==> src/rtl/cpu_pkg.sv <==
// Shared definitions for the CPU front end.
// Covers the sequencer state encodings, default vectors and next-PC select codes.
package cpu_pkg;

  typedef enum logic [1:0] {
    ST_BOOT    = 2'd0,
    ST_RUN     = 2'd1,
    ST_HALTED  = 2'd2,
    ST_TRAPPED = 2'd3
  } state_t;

  typedef enum logic [2:0] {
    SEL_SEQ  = 3'd0,
    SEL_BR   = 3'd1,
    SEL_JMP  = 3'd2,
    SEL_TRAP = 3'd3,
    SEL_HOLD = 3'd4
  } sel_t;

  localparam logic [31:0] DEF_RESET_VECTOR = 32'h0000_0000;
  localparam logic [31:0] DEF_TRAP_VECTOR  = 32'h0000_0080;

  function automatic logic is_misaligned(input logic [31:0] addr);
    return addr[1:0] != 2'b00;
  endfunction

endpackage

==> src/rtl/adder4.sv <==
// Word-address incrementer: y = a + 4, wrapping modulo 2^32.
// Purely combinational.
module adder4 (
  input  logic [31:0] a,
  output logic [31:0] y
);

  assign y = a + 32'd4;

endmodule

==> src/rtl/pc_sequencer.sv <==
// Program counter owner: boot/run/halt/trap sequencing and next fetch address.
// Redirects land on PC one cycle after sampling; PC_PLUS4 is combinational.
module pc_sequencer
  import cpu_pkg::*;
#(
  parameter logic [31:0] RESET_VECTOR = DEF_RESET_VECTOR,
  parameter logic [31:0] TRAP_VECTOR  = DEF_TRAP_VECTOR,
  parameter int unsigned BOOT_CYCLES  = 4
) (
  input  logic        CLK,
  input  logic        RST,
  input  logic        STALL,
  input  logic        BRANCH_TAKEN,
  input  logic [31:0] BRANCH_TARGET,
  input  logic        JUMP,
  input  logic [31:0] JUMP_TARGET,
  input  logic        TRAP,
  input  logic        HALT,
  input  logic        RESUME,
  output logic [31:0] PC,
  output logic [31:0] PC_PLUS4,
  output logic [31:0] EPC,
  output logic        FETCH_EN,
  output logic [1:0]  STATE,
  output logic        MISALIGNED
);

  if (RESET_VECTOR[1:0] != 2'b00 || TRAP_VECTOR[1:0] != 2'b00) begin : g_vec_check
    $error("pc_sequencer: RESET_VECTOR and TRAP_VECTOR must be 4-byte aligned");
  end
  if (BOOT_CYCLES < 1 || BOOT_CYCLES > 255) begin : g_boot_check
    $error("pc_sequencer: BOOT_CYCLES must be in 1..255");
  end

  localparam logic [7:0] BOOT_LAST = 8'(BOOT_CYCLES - 1);

  state_t      state;
  logic [7:0]  boot_cnt;
  sel_t        sel;
  logic        mis_now;
  logic [31:0] next_pc;

  adder4 u_adder4 (
    .a (PC),
    .y (PC_PLUS4)
  );

  // A misaligned redirect is turned into a trap before it can reach PC.
  always_comb begin
    sel     = SEL_HOLD;
    mis_now = 1'b0;
    case (state)
      ST_RUN: begin
        if (TRAP) begin
          sel = SEL_TRAP;
        end else if (HALT || STALL) begin
          sel = SEL_HOLD;
        end else if (JUMP) begin
          if (is_misaligned(JUMP_TARGET)) begin
            sel     = SEL_TRAP;
            mis_now = 1'b1;
          end else begin
            sel = SEL_JMP;
          end
        end else if (BRANCH_TAKEN) begin
          if (is_misaligned(BRANCH_TARGET)) begin
            sel     = SEL_TRAP;
            mis_now = 1'b1;
          end else begin
            sel = SEL_BR;
          end
        end else begin
          sel = SEL_SEQ;
        end
      end
      ST_HALTED: begin
        if (TRAP) begin
          sel = SEL_TRAP;
        end else if (RESUME) begin
          sel = SEL_SEQ;
        end
      end
      default: sel = SEL_HOLD;
    endcase
  end

  always_comb begin
    next_pc = PC;
    case (sel)
      SEL_SEQ:  next_pc = PC_PLUS4;
      SEL_BR:   next_pc = BRANCH_TARGET;
      SEL_JMP:  next_pc = JUMP_TARGET;
      SEL_TRAP: next_pc = TRAP_VECTOR;
      default:  next_pc = PC;
    endcase
  end

  always_ff @(posedge CLK) begin
    if (RST) begin
      PC         <= RESET_VECTOR;
      EPC        <= 32'h0;
      state      <= ST_BOOT;
      boot_cnt   <= 8'h0;
      MISALIGNED <= 1'b0;
      FETCH_EN   <= 1'b0;
    end else begin
      PC         <= next_pc;
      MISALIGNED <= mis_now;
      if (sel == SEL_TRAP) begin
        EPC <= PC;
      end
      case (state)
        ST_BOOT: begin
          boot_cnt <= boot_cnt + 8'd1;
          if (boot_cnt == BOOT_LAST) begin
            state    <= ST_RUN;
            FETCH_EN <= 1'b1;
          end
        end
        ST_RUN: begin
          if (sel == SEL_TRAP) begin
            state    <= ST_TRAPPED;
            FETCH_EN <= 1'b0;
          end else if (HALT) begin
            state    <= ST_HALTED;
            FETCH_EN <= 1'b0;
          end
        end
        ST_HALTED: begin
          if (sel == SEL_TRAP) begin
            state <= ST_TRAPPED;
          end else if (RESUME) begin
            state    <= ST_RUN;
            FETCH_EN <= 1'b1;
          end
        end
        default: begin
          // TRAPPED holds PC at the trap vector so the first RUN cycle fetches it.
          state    <= ST_RUN;
          FETCH_EN <= 1'b1;
        end
      endcase
    end
  end

  assign STATE = state;

endmodule

==> config.mk <==
export PLATFORM = sky130hd
export DESIGN_NAME = pc_sequencer
export DESIGN_NICKNAME = d
export VERILOG_FILES = /design/src/rtl/cpu_pkg.sv /design/src/rtl/adder4.sv /design/src/rtl/pc_sequencer.sv
export SDC_FILE = /design/constraint.sdc
export NUM_CORES = 1
export LEC_CHECK = 0
export ABC_AREA = 1
export BUFFER_PORTS_ARGS = -buffer_cell sky130_fd_sc_hd__buf_2
export CAP_MARGIN = 20
export CELL_PAD_IN_SITES_DETAIL_PLACEMENT = 0
export CELL_PAD_IN_SITES_GLOBAL_PLACEMENT = 1
export CORE_MARGIN = 1
export CORE_UTILIZATION = 33
export DETAILED_ROUTE_END_ITERATION = 8
export PLACE_DENSITY = 0.79
export SYNTH_ARGS = -nofsm -noshare
export SYNTH_HDL_FRONTEND = slang
export SYNTH_SLANG_ARGS = --single-unit
export TNS_END_PERCENT = 10
==> constraint.sdc <==
create_clock -name CLK -period 2.3 [get_ports CLK]
set_clock_uncertainty 0.15 [all_clocks]
set_input_delay 0.345 -clock CLK [delete_from_list [all_inputs] [get_ports CLK]]
set_output_delay 0.345 -clock CLK [all_outputs]
set_load 0.02 [all_outputs]
After elaboration in Yosys (flattened, before gate mapping)
Index checks and enable logic that the tools add are counted.
{ "word_totals": {"output_inout_bits": 100, "ff_bits": 76, "input_bits": 72} }
{ "classes": {"eq_ne": 11, "n_reduce_logical": 9, "muxes": 26, "bitwise_logic": 1, "addsub": 2} }
{ "ops": {"columns": ["operator", "count"], "rows": [
  ["case mux 32 bit (4 select lines)", 1],
  ["adder 32 x 3 -> 32 bit (second input constant)", 1],
  ["two-way mux 3 bit", 6],
  ["two-way mux 2 bit", 6],
  ["two-way mux 1 bit", 10],
  ["adder 8 x 1 -> 8 bit (second input constant)", 1],
  ["equality test 8 x 2 -> 1 bit (second input constant)", 1],
  ["equality test 3 x 2 -> 1 bit (second input constant)", 2],
  ["!= test 2 bit (second input constant)", 3],
  ["!= test 3 bit (second input constant)", 2],
  ["case mux 2 bit (3 select lines)", 1],
  ["case mux 3 bit (2 select lines)", 1],
  ["AND reduction 4 bit", 1],
  ["nonzero test 2 bit", 2],
  ["nonzero test 4 bit", 1],
  ["OR reduction 4 bit", 1],
  ["equality test 3 x 1 -> 1 bit (second input constant)", 1],
  ["logical NOT 3 bit", 1],
  ["case mux 1 bit (3 select lines)", 1],
  ["AND reduction 3 bit", 1],
  ["equality test 2 x 1 -> 1 bit (second input constant)", 1],
  ["equality test 2 bit (second input constant)", 1],
  ["logical NOT 2 bit", 1],
  ["logical OR 1 bit", 1],
  ["NOT 1 bit", 1]
]} }

Depth between registers and ports, before layout
{ "logic_depth": {"word_depth": 10, "ltp_mapped": 14, "mapped_depth_nobuf": 13} }

Modules after synthesis
Synthesis repeated with hierarchy kept, for this count alone.
{ "hier_totals": {"cells_unflattened": 713, "hier_area_um2": 4523.1} }
{ "modules_own_cells": {"columns": ["mod", "area_per_inst_um2", "seq_area_each_um2", "instances", "cells_each"], "rows": [
  ["pc_sequencer", 3613.5, 1521.5, 1, 536],
  ["adder4", 909.6, 0.0, 1, 177]
]} }

Worst setup path before layout
Ideal clock, no wire load.
{ "synth_path": {"path_kind": "flip-flop to flip-flop", "start": "register PC[2]", "end": "register PC[16]", "setup_ns": 0.065, "stages_incl_launch_ff": 10, "setup_slack_ns": 0.091, "t_arrival_ns": 1.994, "t_required_ns": 2.085, "path_cell_list": "dfxtp_1 ha_1 nand3_2 nor2_2 nand3_1 xnor2_1 nand2_1 nand2_1 a21oi_1 nor2_1"} }
{ "synth_between": {"elab_chain_cells": 2} }
{ "synth_rtl": {"columns": ["item", "line", "text"], "rows": [
  ["start: declaration", "pc_sequencer.sv:20", "output logic [31:0] PC,"],
  ["start signal: assignment", "pc_sequencer.sv:107", "PC <= next_pc;"],
  ["adder 32 x 3 -> 32 bit", "adder4.sv:8", "assign y = a + 32'd4;"],
  ["via PC_PLUS4[16]", "pc_sequencer.sv:21", "output logic [31:0] PC_PLUS4,"],
  ["case mux 32 bit (4 select lines)", "pc_sequencer.sv:89", "case (sel)"]
]} }
The timed path passes the listed nets, and every way through them passes these cells.
A chain may end at the register's enable or synchronous reset.

Worst setup path in the final report
{ "layout_path": {"start": "register PC[2]", "end": "output PC_PLUS4[27]"} }
{ "layout_between": {"elab_chain_cells": 1} }
{ "layout_rtl": {"columns": ["item", "line"], "rows": [
  ["adder 32 x 3 -> 32 bit", "adder4.sv:8"],
  ["end: declaration", "pc_sequencer.sv:21"]
]} }
No other way between the ends.

==> metrics.yaml <==
worstRegToRegCells: 11
synthesis.area_um2: 4460
io_buffers: 171
cts_buffers: 9
die_h_um: 118
hp-class: "in2reg"
cts_tree: "done"
hp-start: "BRANCH_TARGET[19]"
drive_gt1_frac: 0.317
ys_seq_area_frac: 0.341
rsz0062_at_grt: "true"
num_rows: 42
avgSynthCellArea_um2: 6.18
via_per_inst: 4.63
start_kind: "register"
ys_warn_count: 0
cts_buffer_depth: 2
cts.sinks: 76
start_util: 0.338
cp-end-kind: "output pin"
dp_worst_setup_slack_ps: 116
synth-main-ff-cell: "dfxtp_1"
holdPathStages: 3
fmax_mhz: 447
via_count: 5022
place_inst: 1065
synthDistinctLibCells: 33
core_um2: 13200
worstPathMaxFanout: 4
worstMarginPinSlew_ps: 744
wl_per_cell_um: 14.0
ir_drop_v: 0.000514
synthArstFlopShare: 0
grt_pass1_wl_mm: 24.7
fin_nets: 980
hold_viol: 0
grt_pass1_vias: 4746
h-tree-depth: 3
status: "finished clean"
slew_viol_final: 0
drt_iter0_drc: 329
finalWirelength_mm: 15.2
regToRegStartpoint: "STATE[0]"
cts.clk_slew.worst_paths_ps: 60
critPathMaxStageDelay_ps: 370
antenna_left: 0
die_area_um2: 14000
layoutNonFillerInstCount: 1084
syn-num-nets: 799
power.total_mw: 5.16
r2r_end: "PC[31]"
worst_hold_slack_ps: 100
ios: 172
antenna_found_initial: 0
top_layer: "met4"
path_class: "reg2out"
worstPathRequired_ps: 1800
holdBufCountCts: 0
clk_root_buffer_cell: "clkbuf_16"
gp_congestion: 0.869
dr_wl_met2_mm: 6.63
hold_end: "PC[19]"
maxCapViolCount: 0
layout_min_cycle_time_ps: 2240
arrival_ps: 1740
critical_path.slowest_cell: "dfxtp_4"
worstPathCellList: "buf_4, inv_4, nor2_4, nand2_4, nor2_4, nand2_1, nand2_1, nand2_2, buf_4"
die_w_um: 118
clock_latency_ps: 340
reg2reg_setup_slack_ps: 190
synth_edf_count: 0
post-route-period-util: 0.974
ys_ff_latch: 76
grt_usage: 0.225
layout_setup_ws_ps: 60.8
slew_headroom: 0.504
grt_max_degree: 64
p_leak_nw: 3.06
n_antenna_cell: 0
syn_to_final_growth_pct: 38.2
grt.overflow.total: 0
hpwlAfterDp_mm: 11.4
route.detailed.drc: 0
wl_met1_mm: 7.31
power_per_cell_area_nw_per_um2: 836
synthCells: 722
finalSetupViolCount: 0
crit_start: "PC[2]"
dr.pass1.iters: 5
wl_met3_mm: 1.05
final_core_util: 0.468
[per-stage QoR]
step | setup TNS (ps) | area (um2)
global placement | 0 | 5610
floorplan | 0 | 4460
CTS | -1.84 | 6020
detailed placement | 0 | 5610
global route | -109 | 6170
finish | 0 | 6170
[cell families after synthesis]
| family | share of synthesized area |
|---|---|
| flip-flops | 0.341 |
| buffers and inverters | 0.0656 |
| XOR/XNOR | 0.0311 |
| AND/OR/NAND/NOR | 0.451 |
| adder cells (fa/ha/maj) | 0.0140 |
| AO/OA/AOI/OAI | 0.0978 |
[Yosys cell counts (2+ instances only)]
master,count,share of area
clkbuf_1,11,0.0093
ha_1,5,0.014
nor2_1,87,0.073
nor2_4,3,0.0076
nand2_2,3,0.0042
nand4_1,5,0.0070
nor2_2,6,0.0084
buf_2,9,0.010
nand3b_1,12,0.020
nand3_1,15,0.017
inv_2,8,0.0067
o21ai_0,13,0.015
dfxtp_1,76,0.34
nand2_4,3,0.0076
xnor2_1,5,0.0098
buf_4,8,0.013
nand2_1,333,0.28
xor2_1,9,0.018
nor3_1,2,0.0022
nand3_2,2,0.0045
a21oi_1,68,0.076
nor2_8,2,0.0090
inv_1,27,0.023
[worst max-delay path: cells and delay by family, from the launching register on]
kind                   cells  cell delay (ps)
flip-flops                 1              370
AND/OR/NAND/NOR            6              670
buffers and inverters      3              340
[layout make-up]
type | instances | area [um2]
multi-input combinational | 581 | 2770
inverter | 35 | 136
tap | 176 | 220
fill | 1417 | 7020
clock buffer | 13 | 270
timing repair buffer | 200 | 1140
clock inverter | 3 | 67.6
sequential | 76 | 1560
[placed cells by master (no fill, tap or decap), drive strengths merged, types with 2 or more instances in the layout]
cell type	count
nand2	339
buf	200
nor2	98
dfxtp	76
a21oi	68
inv	35
nand3	18
o21ai	14
clkbuf	13
nand3b	12
xor2	10
nand4	5
xnor2	5
ha	5
nor3	4
bufinv	2
[metal layers]
metal,GRT usage,vias to the layer above
met3,0.0463,21
met1,0.305,2214
met5,0,-
met2,0.357,161
li1,-,2626
met4,0.0705,0
[worst max path at each step]
stage,end,slack (ps),depth (start not counted)
after floorplan,PC[16],90,9
after global placement,PC_PLUS4[18],130,7
after detailed placement,PC_PLUS4[16],120,6
after CTS,PC_PLUS4[16],-2,6
after global routing,PC_PLUS4[27],-20,9
final,PC_PLUS4[27],60,9
[what timing repair did]
action | CTS | global route
hold endpoints to repair | 0 | 0
pin swaps | 1 | 5
buffers inserted | 2 | 1
cloned | 0 | 0
gates resized for setup | 18 | 48
setup endpoints to repair | 19 | 38
[state kept, by name, summed over array words and instances, names as in the netlist]
register and cells:
STATE 2, FETCH_EN 1, PC 32, MISALIGNED 1, EPC 32, boot_cnt 8
[report_power, final]
| group | total (mW) | internal (mW) | switching [mW] |
|---|---|---|---|
| clock | 1.60 | 1.04 | 0.565 |
| sequential | 1.56 | 1.44 | 0.119 |
| combinational | 2.00 | 0.680 | 1.32 |
| total | 5.16 | 3.16 | 2.00 |
(Power assumes the default switching activity.)
